`src/rtl/alu_pipe.sv`:
```
// alu_pipe: registered ALU with a valid/ready handshake and Z/N/C/V status flags.
//   Parameters: WIDTH (operand/result width, >= 4), SHW (low bits of b_in used as the shift amount).
//   Inputs : clk, reset_n (async active-low), in_valid, op[2:0], a_in, b_in, out_ready.
//   Outputs: in_ready, out_valid, result, flags {Z,N,C,V}, illegal.
//   Ops    : 000 ADD, 001 SUB, 010 AND, 011 NOTB, 100 OR, 101 XOR, 110 SHL, 111 MUL.
//   Macro  : ALU_PIPE_MUL_EN adds the iterative shift-add multiplier; without it op 111 is illegal.
module alu_pipe #(
    parameter int WIDTH = 16,
    parameter int SHW   = $clog2(WIDTH)
) (
    input  logic             clk,
    input  logic             reset_n,
    input  logic             in_valid,
    output logic             in_ready,
    input  logic [2:0]       op,
    input  logic [WIDTH-1:0] a_in,
    input  logic [WIDTH-1:0] b_in,
    output logic             out_valid,
    input  logic             out_ready,
    output logic [WIDTH-1:0] result,
    output logic [3:0]       flags,
    output logic             illegal
);
    localparam int MSB = WIDTH - 1;
    logic             accept;
    logic [WIDTH:0]   add_w, sub_w, shl_w;
    logic [WIDTH-1:0] r_c;
    logic             c_c, v_c, ill_c;
    logic [3:0]       f_c;
    logic             is_mul, busy;
    assign add_w = {1'b0, a_in} + {1'b0, b_in};
    assign sub_w = {1'b0, a_in} + {1'b0, ~b_in} + (WIDTH + 1)'(1);
    // The extra top bit catches the last bit shifted out; it stays 0 for a zero shift.
    assign shl_w = {1'b0, a_in} << b_in[SHW-1:0];
    always_comb begin
        r_c   = '0;
        c_c   = 1'b0;
        v_c   = 1'b0;
        ill_c = 1'b0;
        case (op)
            3'b000: begin
                r_c = add_w[MSB:0];
                c_c = add_w[WIDTH];
                v_c = (a_in[MSB] == b_in[MSB]) && (add_w[MSB] != a_in[MSB]);
            end
            3'b001: begin
                r_c = sub_w[MSB:0];
                c_c = sub_w[WIDTH];
                v_c = (a_in[MSB] != b_in[MSB]) && (sub_w[MSB] != a_in[MSB]);
            end
            3'b010: r_c = a_in & b_in;
            3'b011: r_c = ~b_in;
            3'b100: r_c = a_in | b_in;
            3'b101: r_c = a_in ^ b_in;
            3'b110: begin
                r_c = shl_w[MSB:0];
                c_c = shl_w[WIDTH];
            end
            default: ill_c = 1'b1;
        endcase
    end
    assign f_c = ill_c ? 4'b0000 : {r_c == '0, r_c[MSB], c_c, v_c};
`ifdef ALU_PIPE_MUL_EN
    typedef enum logic {S_IDLE, S_MUL} state_t;
    localparam int CW = $clog2(WIDTH + 1);
    state_t             state;
    logic [2*WIDTH-1:0] mcand, acc, acc_next;
    logic [WIDTH-1:0]   mplier;
    logic [CW-1:0]      cnt;
    assign is_mul   = op == 3'b111;
    assign busy     = state == S_MUL;
    assign acc_next = acc + (mplier[0] ? mcand : '0);
`else
    assign is_mul = 1'b0;
    assign busy   = 1'b0;
`endif
    // Accepting is safe whenever the output register is empty or drains on this same edge.
    assign in_ready = reset_n && !busy && (!out_valid || out_ready);
    assign accept   = in_valid && in_ready;
    always_ff @(posedge clk or negedge reset_n) begin
        if (!reset_n) begin
            out_valid <= 1'b0;
            result    <= '0;
            flags     <= '0;
            illegal   <= 1'b0;
`ifdef ALU_PIPE_MUL_EN
            state     <= S_IDLE;
            mcand     <= '0;
            acc       <= '0;
            mplier    <= '0;
            cnt       <= '0;
`endif
        end else begin
            if (out_valid && out_ready)
                out_valid <= 1'b0;
            if (accept && !is_mul) begin
                result    <= r_c;
                flags     <= f_c;
                illegal   <= ill_c;
                out_valid <= 1'b1;
            end
`ifdef ALU_PIPE_MUL_EN
            if (accept && is_mul) begin
                state  <= S_MUL;
                mcand  <= {{WIDTH{1'b0}}, a_in};
                mplier <= b_in;
                acc    <= '0;
                cnt    <= '0;
            end
            if (busy) begin
                acc    <= acc_next;
                mcand  <= mcand << 1;
                mplier <= mplier >> 1;
                cnt    <= cnt + 1'b1;
                if (cnt == CW'(WIDTH - 1)) begin
                    result    <= acc_next[MSB:0];
                    flags     <= {acc_next[MSB:0] == '0, acc_next[MSB], |acc_next[2*WIDTH-1:WIDTH], 1'b0};
                    illegal   <= 1'b0;
                    out_valid <= 1'b1;
                    state     <= S_IDLE;
                end
            end
`endif
        end
    end
endmodule
```
`config.mk`:
```
export PLATFORM = sky130hd
export DESIGN_NAME = alu_pipe
export DESIGN_NICKNAME = d
export VERILOG_FILES = /design/src/rtl/alu_pipe.sv
export SDC_FILE = /design/constraint.sdc
export NUM_CORES = 1
export LEC_CHECK = 0
export ABC_AREA = 1
export ABC_CLOCK_PERIOD_IN_PS = 1900
export CAP_MARGIN = 5
export CORE_ASPECT_RATIO = 0.8
export CORE_UTILIZATION = 58
export DETAILED_ROUTE_END_ITERATION = 10
export PLACE_DENSITY = 0.93
export RECOVER_POWER = 25
export SLEW_MARGIN = 10
export SYNTH_ARGS = -nofsm -noshare
export SYNTH_HDL_FRONTEND = slang
export SYNTH_SLANG_ARGS = --single-unit
```
`constraint.sdc`:
```
create_clock -name clk -period 1.9 [get_ports clk]
set_input_delay 0.19 -clock clk [delete_from_list [all_inputs] [get_ports clk]]
set_output_delay 0.19 -clock clk [all_outputs]
set_load 0.01 [all_outputs]
```
==> out/metrics.yaml, run 1 <==
syn_inst: 874
ios: 62
yosys.area_share.simple: 0.499
synth_xor_area_frac: 0
die_w_um: 103
synth_compound_area_frac: 0.0936
fp.dieH_um: 82.4
placed_area_sq_um: 6510
track_usage: 0.789
synth_top_family_by_area: "simple AND/OR/NAND/NOR gates"
outcome: "stopped before the end"
num_rows: 28
cts_made_buffers: 3
grt.overflow.total: 86
grt_pass1_wl_mm: 49.8
synth.mux.area_fraction: 0
gp_congestion: 1.04
tool.error: "[ERROR GRT-0116] Global routing finished with congestion. Check the congestion regions in the DRC Viewer."
ys.warnings.count: 0
ys_types: 38
syn_area_per_cell_sq_um: 5.37
grt_pass1_vias: 9151
ys_seq_elements: 22
max-clock-path-buffers: 2
grt_max_degree: 32
yosysSeqAreaShare: 0.117
cts_root_buf: "clkbuf_8"
lastStage: "5_1_grt"
place_hpwl_mm: 15.5
initial_core_util: 0.617
syn-num-nets: 965
io_buffer_count: 61
syn_area_sq_um: 4690
synth-adder-area-share: 0.142
cts_sinks: 22
htree_levels: 1
stage by stage:
step | setup slack, ns | setup TNS (ns) | cells | hold slack [ns]
after CTS | 0.000686 | 0 | 1189 | 0.309
after detailed placement | -0.775 | -10.54 | 1170 | 0.465
after global placement | -0.644 | -8.43 | 1170 | 0.464
after floorplan | -0.0102 | -0.0102 | 874 | -0.106
kinds of logic after synthesis:
logic type / after synthesis
AOI/OAI and AO/OA: 80
adders and majority gates: 52
buffers and inverters: 158
DFF: 22
and+or+nand+nor: 562
timing repair:
action                     CTS
setup endpoints to repair   20
hold buffers                 0
gates resized for setup    206
setup buffers               16
pin swaps                   56
cells in the mapped netlist (all sizes together):
cell    count  share of area
ha         50           0.13
clkbuf     11          0.015
dfrtp      22           0.12
a31oi       1         0.0013
nand3     110           0.12
nand3b      5         0.0080
or2         2         0.0027
a21oi      32          0.036
a21o        1         0.0016
buf        20          0.030
and2        2         0.0027
nor2       99          0.083
fa          2         0.0085
clkinv      2         0.0016
o31ai       1         0.0016
nand4       6         0.0080
a22oi       1         0.0016
nor3        4         0.0043
o22ai       8          0.011
o21ai      31          0.033
a211oi      1         0.0016
nand2     333           0.27
inv       125           0.10
nor4        1         0.0013
o21bai      4         0.0064
routing by layer:
| layer | overflow | GRT usage |
|---|---|---|
| met5 | 1 | 0.212 |
| met2 | 47 | 0.967 |
| met1 | 1 | 0.775 |
| met4 | 35 | 0.884 |
| met3 | 2 | 0.609 |
==> inputs of run 2 (changes only) <==
- CORE_ASPECT_RATIO: 0.8 -> default
- CORE_UTILIZATION: 58 -> 40
- PLACE_DENSITY: 0.93 -> default
- PLACE_DENSITY_LB_ADDON: default -> 0.15
==> run 2 against run 1 <==
- the run now ends clean
- synthesized area unchanged
- synthesized cell count is the same
==> out/metrics.yaml, run 2 <==
skew_ns: 0.00169
hp-class: "reg2reg"
layout.nets: 1196
grt_max_degree: 32
cts_sinks: 22
ys_seq_elements: 22
final_hold_viol_count: 0
hold-path-cell-count: 2
cp.required_ns: 2.10
ys_types: 38
synthDominantCellAreaShare: 0.264
peakVddDrop_mv: 0.452
placeableCoreArea_sq_um: 11400
max_slew_margin: 0.240
critPathMaxFanout: 2
syn_area_sq_um: 4690
vias_per_cell: 5.07
r2r_slack_ns: 0.22
syn-num-nets: 965
reg2reg_to: "result[8]$_DFFE_PN0P_"
layout_common_cells: "nand2_1 (294), buf_4 (184), nand3_1 (94), inv_1 (77), nor2_1 (69)"
clk-insertion-delay-late_ns: 0.25
synthArstFlopShare: 1.00
yosys.area.top_type: "nand2_1"
rsz0062_at_grt: "yes"
synthTopCellsByCount: "nand2_1 (330), inv_1 (120), nand3_1 (109)"
grt_pass1_vias: 5954
place_hpwl_mm: 15.0
grt_pass1_wl_mm: 29.4
ys.warnings.count: 0
p_leak_nw: 4.10
p_seq_frac: 0.184
switching_power_mw: 1.36
timing_worst_setup_path_type: "in2reg"
initial_core_util: 0.411
cp-startpoint: "a_in[15]"
synth_most_common_cell: "nand2_1"
vias: 6321
crit_path_end_kind: "register"
fp.dieArea_sq_um: 12200
max-clock-path-buffers: 2
fmax_mhz: 536
drtPass1Iterations: 5
largest_reg_flops: 16
outcome: "finished, final reports clean"
num_rows: 39
synth_area_leaders: "nand2_1 (26%), ha_1 (13%), dfrtp_1 (12%)"
layout_commonest_cell: "nand2_1"
wl_met3_mm: 1.07
synth_edf_count: 0
grt.overflow.total: 0
htree_levels: 1
r2r_cells: 7
reg2reg_from: "out_valid$_DFFE_PN0P_"
drt-initial-drc-count: 453
wl_met1_mm: 8.19
track_usage: 0.318
clockPowerShare: 0.149
largest_register: "result"
syn_area_per_cell_sq_um: 5.37
total_power_mw: 3.25
drt_wl_total_mm: 19.0
maxCapViolations: 0
finalSetupViolCount: 0
finalCritPeriodShare: 0.982
syn_inst: 874
tns_ns: 0
wl_per_cell_um: 15.2
path_clk_slew_ns: 0.06
io_buffer_count: 61
top_regs: "result x16, flags x4"
wl_met2_mm: 8.85
ctsHoldBuffers: 0
post-place-ws_ns: -0.739
min_to: "result[10]$_DFFE_PN0P_"
highest_layer: "met4"
cts_made_buffers: 3
p_int_mw: 1.89
cts_root_buf: "clkbuf_16"
period_needed_ns: 1.87
seq_area_sq_um: 551
multi_input_area_sq_um: 4180
die_w_um: 110
comb_power_share: 0.667
fin_ws_ns: 0.0349
synthFlopType: "dfrtp_1"
antenna_found_initial: 0
arrival_ns: 2.06
start_kind: "primary input"
yosysSeqAreaShare: 0.117
tightestPinTransition_ns: 1.14
ios: 62
cts_tree: "done"
p_per_area_nw_per_um2: 427
drt.antenna.violating_nets: 0
insertedDiodeCount: 0
gp_congestion: 0.946
drive_above_1_share: 0.361
drc_errors: 0
fill_cells: 1132
hp-start: "result[10]$_DFFE_PN0P_"
fp.dieH_um: 110
switching_share: 0.419
area_delta_synth_final_pct: 61.9
maxSlewViolCount: 0
## run 2: cell counts after synthesis
No cell type changed its count.
## run 2: final cells by class
class                   instances  share of cell area
well taps                     143              0.0236
repair buffers                257               0.277
inverters                     127              0.0654
multi-input cells             694               0.550
clock buffers                   4              0.0117
flip-flops and latches         22              0.0725
## run 2: power groups by stage
stage	Clock (mW)	Combinational (mW)	Sequential, mW
final	0.484	2.16	0.597
after global routing	0.509	2.37	0.609
after CTS	0.490	2.03	0.599
after detailed placement	0	1.85	0.605
after global placement	0	1.84	0.603
after floorplan	0	0.867	0.642
## run 2: kinds of logic after synthesis
| kind of cell | after synthesis | share of synthesized area |
|---|---|---|
| AOI/OAI and AO/OA | 80 | 0.0936 |
| adders and majority gates | 52 | 0.142 |
| buffers and inverters | 158 | 0.148 |
| and+or+nand+nor | 562 | 0.499 |
| DFF | 22 | 0.117 |
## run 2: worst max path at each step
stage	cells past startpoint	to
after floorplan	20	flags[3]$_DFFE_PN0P_
after detailed placement	16	flags[3]$_DFFE_PN0P_
after global placement	16	flags[3]$_DFFE_PN0P_
final	14	flags[3]$_DFFE_PN0P_
after global routing	17	flags[3]$_DFFE_PN0P_
after CTS	14	flags[3]$_DFFE_PN0P_
## run 2: through the flow
stage / instances / utilization / cell area (sq um) / hold slack, ns
after detailed placement: 1233 / 0.591 / 6750 / 0.465
after CTS: 1245 / 0.643 / 7340 / 0.315
final: 1247 / 0.665 / 7600 / 0.477
after global routing: 1247 / 0.665 / 7600 / 0.501
after floorplan: 874 / - / 4750 / -0.106
after global placement: 1233 / 0.591 / 6750 / 0.464
## run 2: worst max-delay path, stage by stage
cell,delay [ns]
clkdlybuf4s50_1,0.47
inv_1,0.08
ha_4,0.25
inv_2,0.06
o21ai_0,0.08
nor2_1,0.19
nand2_1,0.09
nor2_2,0.19
nand3_2,0.11
nor2_1,0.10
nand2_1,0.06
nor2_1,0.08
nand2_1,0.06
nand2_1,0.06
## run 2: metal layers
metal / vias up / GRT usage
li1: 3194 / -
met1: 2853 / 0.409
met2: 228 / 0.534
met3: 46 / 0.0406
met4: 0 / 0.130
met5: - / 0
## run 2: timing repair
action | CTS | global route
setup endpoints to repair | 19 | 14
buffers inserted | 8 | 2
resized for setup | 194 | 96
pin swaps | 48 | 47
endpoints found under the hold margin | 0 | 0
No activity file was read; power rests on OpenSTA's default activity.
